$ cat src/rtl/osc_sched_pkg.sv
// Shared definitions for the oscillator slot scheduler: slot geometry,
// scheduler state encoding and the first-slot helper.
package osc_sched_pkg;

  localparam int VOICES   = 8;
  localparam int V_WIDTH  = 3;
  localparam int O_WIDTH  = 2;
  localparam int OE_WIDTH = 1;
  localparam int E_WIDTH  = O_WIDTH + OE_WIDTH;
  localparam int SLOTS    = VOICES << E_WIDTH;
  localparam int X_WIDTH  = V_WIDTH + E_WIDTH;

  // Bit positions of the voice and oscillator fields inside xxxx.
  localparam int VX_LSB = E_WIDTH;
  localparam int OX_LSB = OE_WIDTH;

  typedef enum logic [1:0] {
    IDLE = 2'd0,
    RUN  = 2'd1,
    STOP = 2'd2
  } sched_state_e;

  // Slot index of the first oscillator/env sub-slot of voice v.
  function automatic logic [X_WIDTH-1:0] slot_first(input logic [V_WIDTH-1:0] v);
    return {v, {E_WIDTH{1'b0}}};
  endfunction

endpackage

$ cat src/rtl/osc_restart_queue.sv
// Per-voice accumulator restart queue: holds pending note-on restarts and
// opens a one-voice-window clear pulse when that voice's first slot comes up.
module osc_restart_queue
  import osc_sched_pkg::*;
(
  input  logic               sCLK_XVXOSC,
  input  logic               reset_reg,
  input  logic               req_valid,
  input  logic [V_WIDTH-1:0] req_voice,
  output logic               req_ready,
  input  logic               slot_adv,
  input  logic [X_WIDTH-1:0] slot_cur,
  input  logic [X_WIDTH-1:0] slot_nxt,
  output logic [VOICES-1:0]  accum_zero
);

  logic [VOICES-1:0]  pending;
  logic [VOICES-1:0]  set_mask;
  logic [VOICES-1:0]  apply_mask;
  logic [V_WIDTH-1:0] vx_nxt;
  logic               leaving;

  assign vx_nxt  = slot_nxt[X_WIDTH-1:VX_LSB];
  assign leaving = &slot_cur[E_WIDTH-1:0];

  // A voice stalls while a restart for it is queued or its window is open.
  assign req_ready = !reset_reg && !pending[req_voice] && !accum_zero[req_voice];

  // Decode accepted requests and the voice whose window opens on this edge.
  always_comb begin
    // NOTE: every always_comb output gets a default first so no path can infer a latch.
    set_mask   = '0;
    apply_mask = '0;
    if (req_valid && req_ready)
      set_mask[req_voice] = 1'b1;
    if (slot_adv && (slot_nxt == slot_first(vx_nxt)) && pending[vx_nxt])
      apply_mask[vx_nxt] = 1'b1;
  end

  // Pending mask and open windows; a window closes when its voice's last sub-slot ends.
  always_ff @(posedge sCLK_XVXOSC) begin
    if (reset_reg) begin
      pending    <= '0;
      accum_zero <= '0;
    end else begin
      // NOTE: sequential state uses non-blocking assignments so every register samples pre-edge values.
      pending    <= (pending & ~apply_mask) | set_mask;
      accum_zero <= leaving ? apply_mask : (accum_zero | apply_mask);
    end
  end

endmodule

$ cat src/rtl/osc_slot_sched.sv
// Slot scheduler for the shared oscillator datapath: steps xxxx through
// every voice/osc/env slot and drives per-voice accumulator restarts.
// Optional status counters are built when OSC_SCHED_STATUS_EN is defined.
module osc_slot_sched
  import osc_sched_pkg::*;
(
  input  logic               sCLK_XVXOSC,
  input  logic               reset_reg,
  input  logic               run_req,
  input  logic               rst_req_valid,
  input  logic [V_WIDTH-1:0] rst_req_voice,
  output logic               rst_req_ready,
  output logic [X_WIDTH-1:0] xxxx,
  output logic               frame_start,
  output logic [VOICES-1:0]  osc_accum_zero,
  output logic               running
`ifdef OSC_SCHED_STATUS_EN
  ,
  output logic [15:0]        frame_count,
  output logic [15:0]        stall_count
`endif
);

  localparam logic [X_WIDTH-1:0] LAST_SLOT = X_WIDTH'(SLOTS - 1);

  sched_state_e       state;
  sched_state_e       state_nxt;
  logic [X_WIDTH-1:0] xxxx_nxt;

  // Next state and slot: STOP only falls back to IDLE at the frame boundary.
  always_comb begin
    state_nxt = state;
    xxxx_nxt  = xxxx + X_WIDTH'(1);
    unique case (state)
      IDLE: begin
        xxxx_nxt = '0;
        if (run_req) state_nxt = RUN;
      end
      RUN: begin
        if (!run_req) state_nxt = STOP;
      end
      STOP: begin
        if (run_req)                state_nxt = RUN;
        else if (xxxx == LAST_SLOT) state_nxt = IDLE;
      end
      default: begin
        state_nxt = IDLE;
        xxxx_nxt  = '0;
      end
    endcase
  end

  // Registered scheduler state and slot outputs.
  always_ff @(posedge sCLK_XVXOSC) begin
    if (reset_reg) begin
      state       <= IDLE;
      xxxx        <= '0;
      frame_start <= 1'b0;
      running     <= 1'b0;
    end else begin
      state       <= state_nxt;
      xxxx        <= xxxx_nxt;
      frame_start <= (state_nxt != IDLE) && (xxxx_nxt == '0);
      running     <= (state_nxt != IDLE);
    end
  end

  osc_restart_queue u_queue (
    .sCLK_XVXOSC (sCLK_XVXOSC),
    .reset_reg   (reset_reg),
    .req_valid   (rst_req_valid),
    .req_voice   (rst_req_voice),
    .req_ready   (rst_req_ready),
    .slot_adv    (state_nxt != IDLE),
    .slot_cur    (xxxx),
    .slot_nxt    (xxxx_nxt),
    .accum_zero  (osc_accum_zero)
  );

`ifdef OSC_SCHED_STATUS_EN
  // Frame counter wraps; stall counter saturates.
  always_ff @(posedge sCLK_XVXOSC) begin
    if (reset_reg) begin
      frame_count <= '0;
      stall_count <= '0;
    end else begin
      if (frame_start)
        frame_count <= frame_count + 16'd1;
      if (rst_req_valid && !rst_req_ready && (stall_count != 16'hFFFF))
        stall_count <= stall_count + 16'd1;
    end
  end
`endif

endmodule

$ cat config.mk
export PLATFORM = sky130hd
export DESIGN_NAME = osc_slot_sched
export DESIGN_NICKNAME = d
export VERILOG_FILES = /design/src/rtl/osc_sched_pkg.sv /design/src/rtl/osc_restart_queue.sv /design/src/rtl/osc_slot_sched.sv
export SDC_FILE = /design/constraint.sdc
export NUM_CORES = 1
export LEC_CHECK = 0
export CORE_MARGIN = 3
export CORE_UTILIZATION = 30
export CTS_BUF_LIST = sky130_fd_sc_hd__clkbuf_8
export CTS_CLUSTER_DIAMETER = 30
export CTS_CLUSTER_SIZE = 30
export DETAILED_ROUTE_END_ITERATION = 16
export SLEW_MARGIN = 30
export SYNTH_ARGS = -nofsm -noshare
export SYNTH_HDL_FRONTEND = slang
export SYNTH_SLANG_ARGS = --single-unit
$ cat constraint.sdc
create_clock -name sCLK_XVXOSC -period 3.99 [get_ports sCLK_XVXOSC]
set_clock_uncertainty 0.05 [all_clocks]
set_input_delay 0.798 -clock sCLK_XVXOSC [delete_from_list [all_inputs] [get_ports sCLK_XVXOSC]]
set_output_delay 0.798 -clock sCLK_XVXOSC [all_outputs]
set_load 0.05 [all_outputs]
After elaboration in Yosys (flattened, before gate mapping):

Index checks and enable logic that the tools add are counted.

* $add $sub $neg: 1
* multiply operators: 0
* div/mod/pow operators: 0
* order comparisons: 4
* eq/ne operators: 3
* shift-type cells: 0
* mux-type cells: 19
* bitwise logic cells: 4
* reduce and logical (&&, ||, !) cells: 17

Operators by type and width (count)
* $mux 8: 3
* $or 8x8->8: 2
* $bmux 1 s3: 3
* $and 8x8->8: 1
* $logic_and 1x1->1: 8
* $lt 3x4->1 const B: 2
* $mux 2: 4
* $not 8->8: 1
* $add 6x1->6 const B: 1
* $demux 1 s3: 2
* $eq 6x6->1 const B: 1
* $ge 3x1->1 const B: 2
* $logic_not 6->1: 1
* $mux 6: 1
* $pmux 2 s3: 1
* $mux 1: 5
* $logic_not 1->1: 3
* $logic_not 3->1: 1
* $reduce_and 3->1: 1
* $eq 2x1->1 const B: 1
* $eq 2x2->1 const B: 1
* $logic_not 2->1: 1
* $reduce_bool 2->1: 1
* $reduce_or 2->1: 1

* bits in registers: 26
* latch bits: 0
* RAM bits: 0
* ROM bits: 0
* bits of input ports: 7
* output and inout port bits: 17
* logic and storage cells: 54
* memories kept: 0

Longest topological paths before layout:

* depth after elaboration: 11
* depth in mapped cells: 8
* gate-level depth less buffers: 7

Hierarchy:

Synthesis repeated with hierarchy kept, for this count alone.

* cells, all modules: 172
* area total of the unflattened synthesis: 1475.2 µm²

By module, submodules not included
* osc_restart_queue: instances 1, cells an instance 104, area each 893.4 µm², seq. area each 320.3 µm²
* osc_slot_sched: instances 1, cells an instance 68, area each 581.8 µm², seq. area each 200.2 µm²

Least setup slack after synthesis:

No wires, ideal clock.

* kind: input -> output
* start: input port rst_req_voice[0]
* end: output port rst_req_ready
* arrival time: 2.584 ns
* data required time: 3.142 ns
* path slack: 0.558 ns
* stages: 5
* path buffers: 1
* cell sequence: buf_2 or3b_1 o311ai_1 a21oi_2 nor3_1

* word-level cells in the longest chain between the ends: 5
* elaborated cells between the ends (all ways): 8
* those cells by class: 4 x mux; 4 x reduce/logical

Ends and longest elaborated chain
* start, declared: RTL line osc_slot_sched.sv:11 `input logic [V_WIDTH-1:0] rst_req_voice,`
* $bmux 1 s3: RTL line osc_restart_queue.sv:27 `assign req_ready = !reset_reg && !pending[req_voice] && !accum_zero[req_voice];`
* $mux 1 (implied by the code): RTL line osc_restart_queue.sv:27
* $logic_not 1->1: RTL line osc_restart_queue.sv:27
* $logic_and 1x1->1: RTL line osc_restart_queue.sv:27
* $logic_and 1x1->1 (*): RTL line osc_restart_queue.sv:27
* end, declared: RTL line osc_slot_sched.sv:12 `output logic rst_req_ready,`

Mark *: on every way between the ends. The rest lies on a longest branch, timed or not. The select of a mux whose other input is x is not followed.

Worst setup path after layout:

Same ends and word-level chain as after synthesis.

==> impl_results.md <==
- Final hold vios: 0
- DRT iter0 DRCs: 111
- HP Class: register to register
- Worst Hold End: u_queue.accum_zero[5]
- Vias in the first global route: 1273
- Post-CTS Setup Inserts: 0
- CP Data Arrival Time: 2.52 ns
- Total Die Area: 0.00612 sq mm
- RR Startpoint: xxxx[0]
- Hold path startpoint: u_queue.accum_zero[5]
- Total GRT Usage: 12.3%
- Clock Pin Slew Worst Setup and Hold Paths: 0.09 ns
- Routed len/inst: 14.4 um
- Count of pins over their slew limit: 0
- Synth cell types: 55
- H-tree depth: 1
- Via density: 5.27
- Post-Synthesis Cells: 172
- Top cells by area, synth: dfxtp_1, ha_1, nand2_1
- CP Capture Type: primary output
- Asr flop ratio synth: 0%
- EDFF count, synth: 0
- Worst Path Class, Setup: input port to primary output
- GRT met2 Usage: 18.7%
- Max clock buf depth: 2
- IO Port Bufs: 23
- Post-CTS Resized: 0
- P&R area growth vs syn: 21.6%
- Root Driver: clkbuf_8
- Rel. slew slack: 64.6%
- Layout cell share with drive strength beyond 1: 13.5%
- Gr ovfl total: 0
- Detail Route Antenna Nets: 0
- Tmin final: 3.37 ns
- Routed wire length: 3730 um
- Ys flop type: dfxtp_1
- Mapped Area: 0.00157 sq mm
- Gr busiest metal: met2
- CTS Buf Count: 3
- Routability cong.: 0.830
- Synthesized flop and latch total: 26
- Initial DRT Pass Iterations: 4
- I/O Pins: 24
- Antenna cell count: 0
- Status: finished clean
- Setup ws final: 0.619 ns
- Syn Nets: 185
- Fmax: 0.297 GHz
- Cts hold-fix bufs: 0
- Largest fanout on the critical path: 8
- Pwr Total: 0.698 mW
- Largest net degree at the start of global routing: 16
- Crit-path cells: clkdlybuf4s50_1, mux4_2, mux2i_2, nor3_1, buf_4
- CTS Sinks: 26
- Clk_lat worst skew: 0.27 ns
- Core Area: 0.00488 sq mm
- CP required: 3.14 ns
- Slowest Stage Delay on Critical Path: 0.62 ns
- Initial core utilization: 32.1%
- First-pass GRT wire length: 6120 um
- Setup TNS: 0 ns
- Total power density per cell area: 367 mW/mm^2
- Leak: 0.712 nW
- IR drop worst, VDD: 0.180 mV
- Die Ht: 78.3 um
- FF-to-FF setup slack: 1.30 ns
- Initial antenna violation count: 0
- Crit-path leading delay family: buffers and inverters
- Fillers: 524
- Max Cap Viol: 0
- Share of the synthesized area in the top cell type: 33.2%
- Hold Path Stages: 2
- Reg2Reg Depth: 7
- Final setup vio count: 0
- Most instantiated cells after synthesis: dfxtp_1, nand2_1, nor2_1
- TritonCTS clock tree: yes
- Post-DP HPWL: 2770 um
- # nets final: 206
- Unrepaired setup endpoints after global routing: false
- CP bufs+invs: 2
- Crit path launch type: input port
- Worst R2R End: u_queue.pending[5]
- M3 GR Usage: 2.29%
- Worst-Margin Slew: 0.527 ns
- Routed vias: 1366
- Area leader, netlist: dfxtp_1
- Pre-CTS WS: 0.608 ns
- Die W: 78.3 um
- Most frequent cell after synthesis: dfxtp_1
- Post-route DRC violation count: 0
- Rows: 25
- Seq/Total Area, Yosys: 33.2%
- Min Hold Slack: 0.424 ns
- Slowest CP cell: clkdlybuf4s50_1
- Avg Inst Size Synth: 9.11 sq um
- Ys Warns: 0
- Global Route met1 Usage: 18.0%
- Fin crit share: 84.5%
-- cell type report --
class                      instances  area (sq um)  share of cell area [%]
clock buffer                       3          41.3                    2.17
clock inverter                     1          30.0                    1.58
inverter                           6          22.5                    1.18
multi-input combinational        132           971                    51.0
sequential                        26           520                    27.3
tap                               67          83.8                    4.40
timing repair buffer              24           235                    12.4
-- sequential cells by signal, indices dropped and copies added, names as in the netlist --
register            count
u_queue.accum_zero      8
frame_start             1
running                 1
state                   2
u_queue.pending         8
xxxx                    6
-- metal layers --
layer | vias to the layer above | wire length, um
li1 | 686 | -
met1 | 648 | 1900
met2 | 30 | 1670
met3 | 2 | 127
met4 | 0 | 34
met5 | - | 0
-- layout by cell type, fill, tap and decap left out, drive strengths merged, types with 3 or more instances in the layout --
cell           instances
dfxtp                 26
clkdlybuf4s50         22
nand2                 19
nor2                  14
a21oi                 11
a32o                   7
inv                    6
ha                     6
nor3                   5
nand3                  5
a211oi                 5
o21ai                  4
mux2                   4
nor4                   4
nor2b                  4
and3                   4
o2111ai                3
clkbuf                 3
-- power by group --
part | switching (mW) | leakage (nW) | internal [mW] | total (mW)
registers | 0.0163 | 0.211 | 0.274 | 0.291
logic | 0.120 | 0.466 | 0.0698 | 0.189
clock network | 0.0842 | 0.0357 | 0.134 | 0.218
total | 0.220 | 0.712 | 0.478 | 0.698
-- per-stage QoR --
| step | instances | utilization, % | cell area [sq um] |
|---|---|---|---|
| floorplan | 172 | - | 1570 |
| global placement | 255 | 37.6 | 1830 |
| detailed placement | 255 | 37.6 | 1830 |
| CTS | 259 | 39.0 | 1900 |
| global route | 259 | 39.0 | 1900 |
| finish | 259 | 39.0 | 1900 |
-- cell families (layout without fill, tap and decap cells) --
family | Yosys count | count (layout) | share of synthesized area, %
AO/OA/AOI/OAI | 46 | 46 | 24.5
buffers and inverters | 14 | 34 | 4.79
flip-flops | 26 | 26 | 33.2
XOR/XNOR | 2 | 2 | 1.12
multiplexers | 7 | 7 | 6.07
adder cells (fa/ha/maj) | 6 | 6 | 4.79
AND/OR/NAND/NOR | 71 | 71 | 25.5
-- worst max-delay path by stage --
stage | from | endpoint | slack (ns) | cells past startpoint
floorplan | rst_req_voice[0] | rst_req_ready | 0.56 | 5
global placement | rst_req_voice[0] | rst_req_ready | 0.64 | 5
detailed placement | rst_req_voice[0] | rst_req_ready | 0.61 | 5
CTS | rst_req_voice[0] | rst_req_ready | 0.61 | 5
global route | rst_req_voice[0] | rst_req_ready | 0.50 | 5
finish | rst_req_voice[0] | rst_req_ready | 0.62 | 5
-- worst min-delay path: stages (launching register included) --
cell and delay [ns]:
dfxtp_1 0.33, nand2_1 0.05, a21oi_1 0.05
Note: power is estimated with default switching activity, not from simulation.
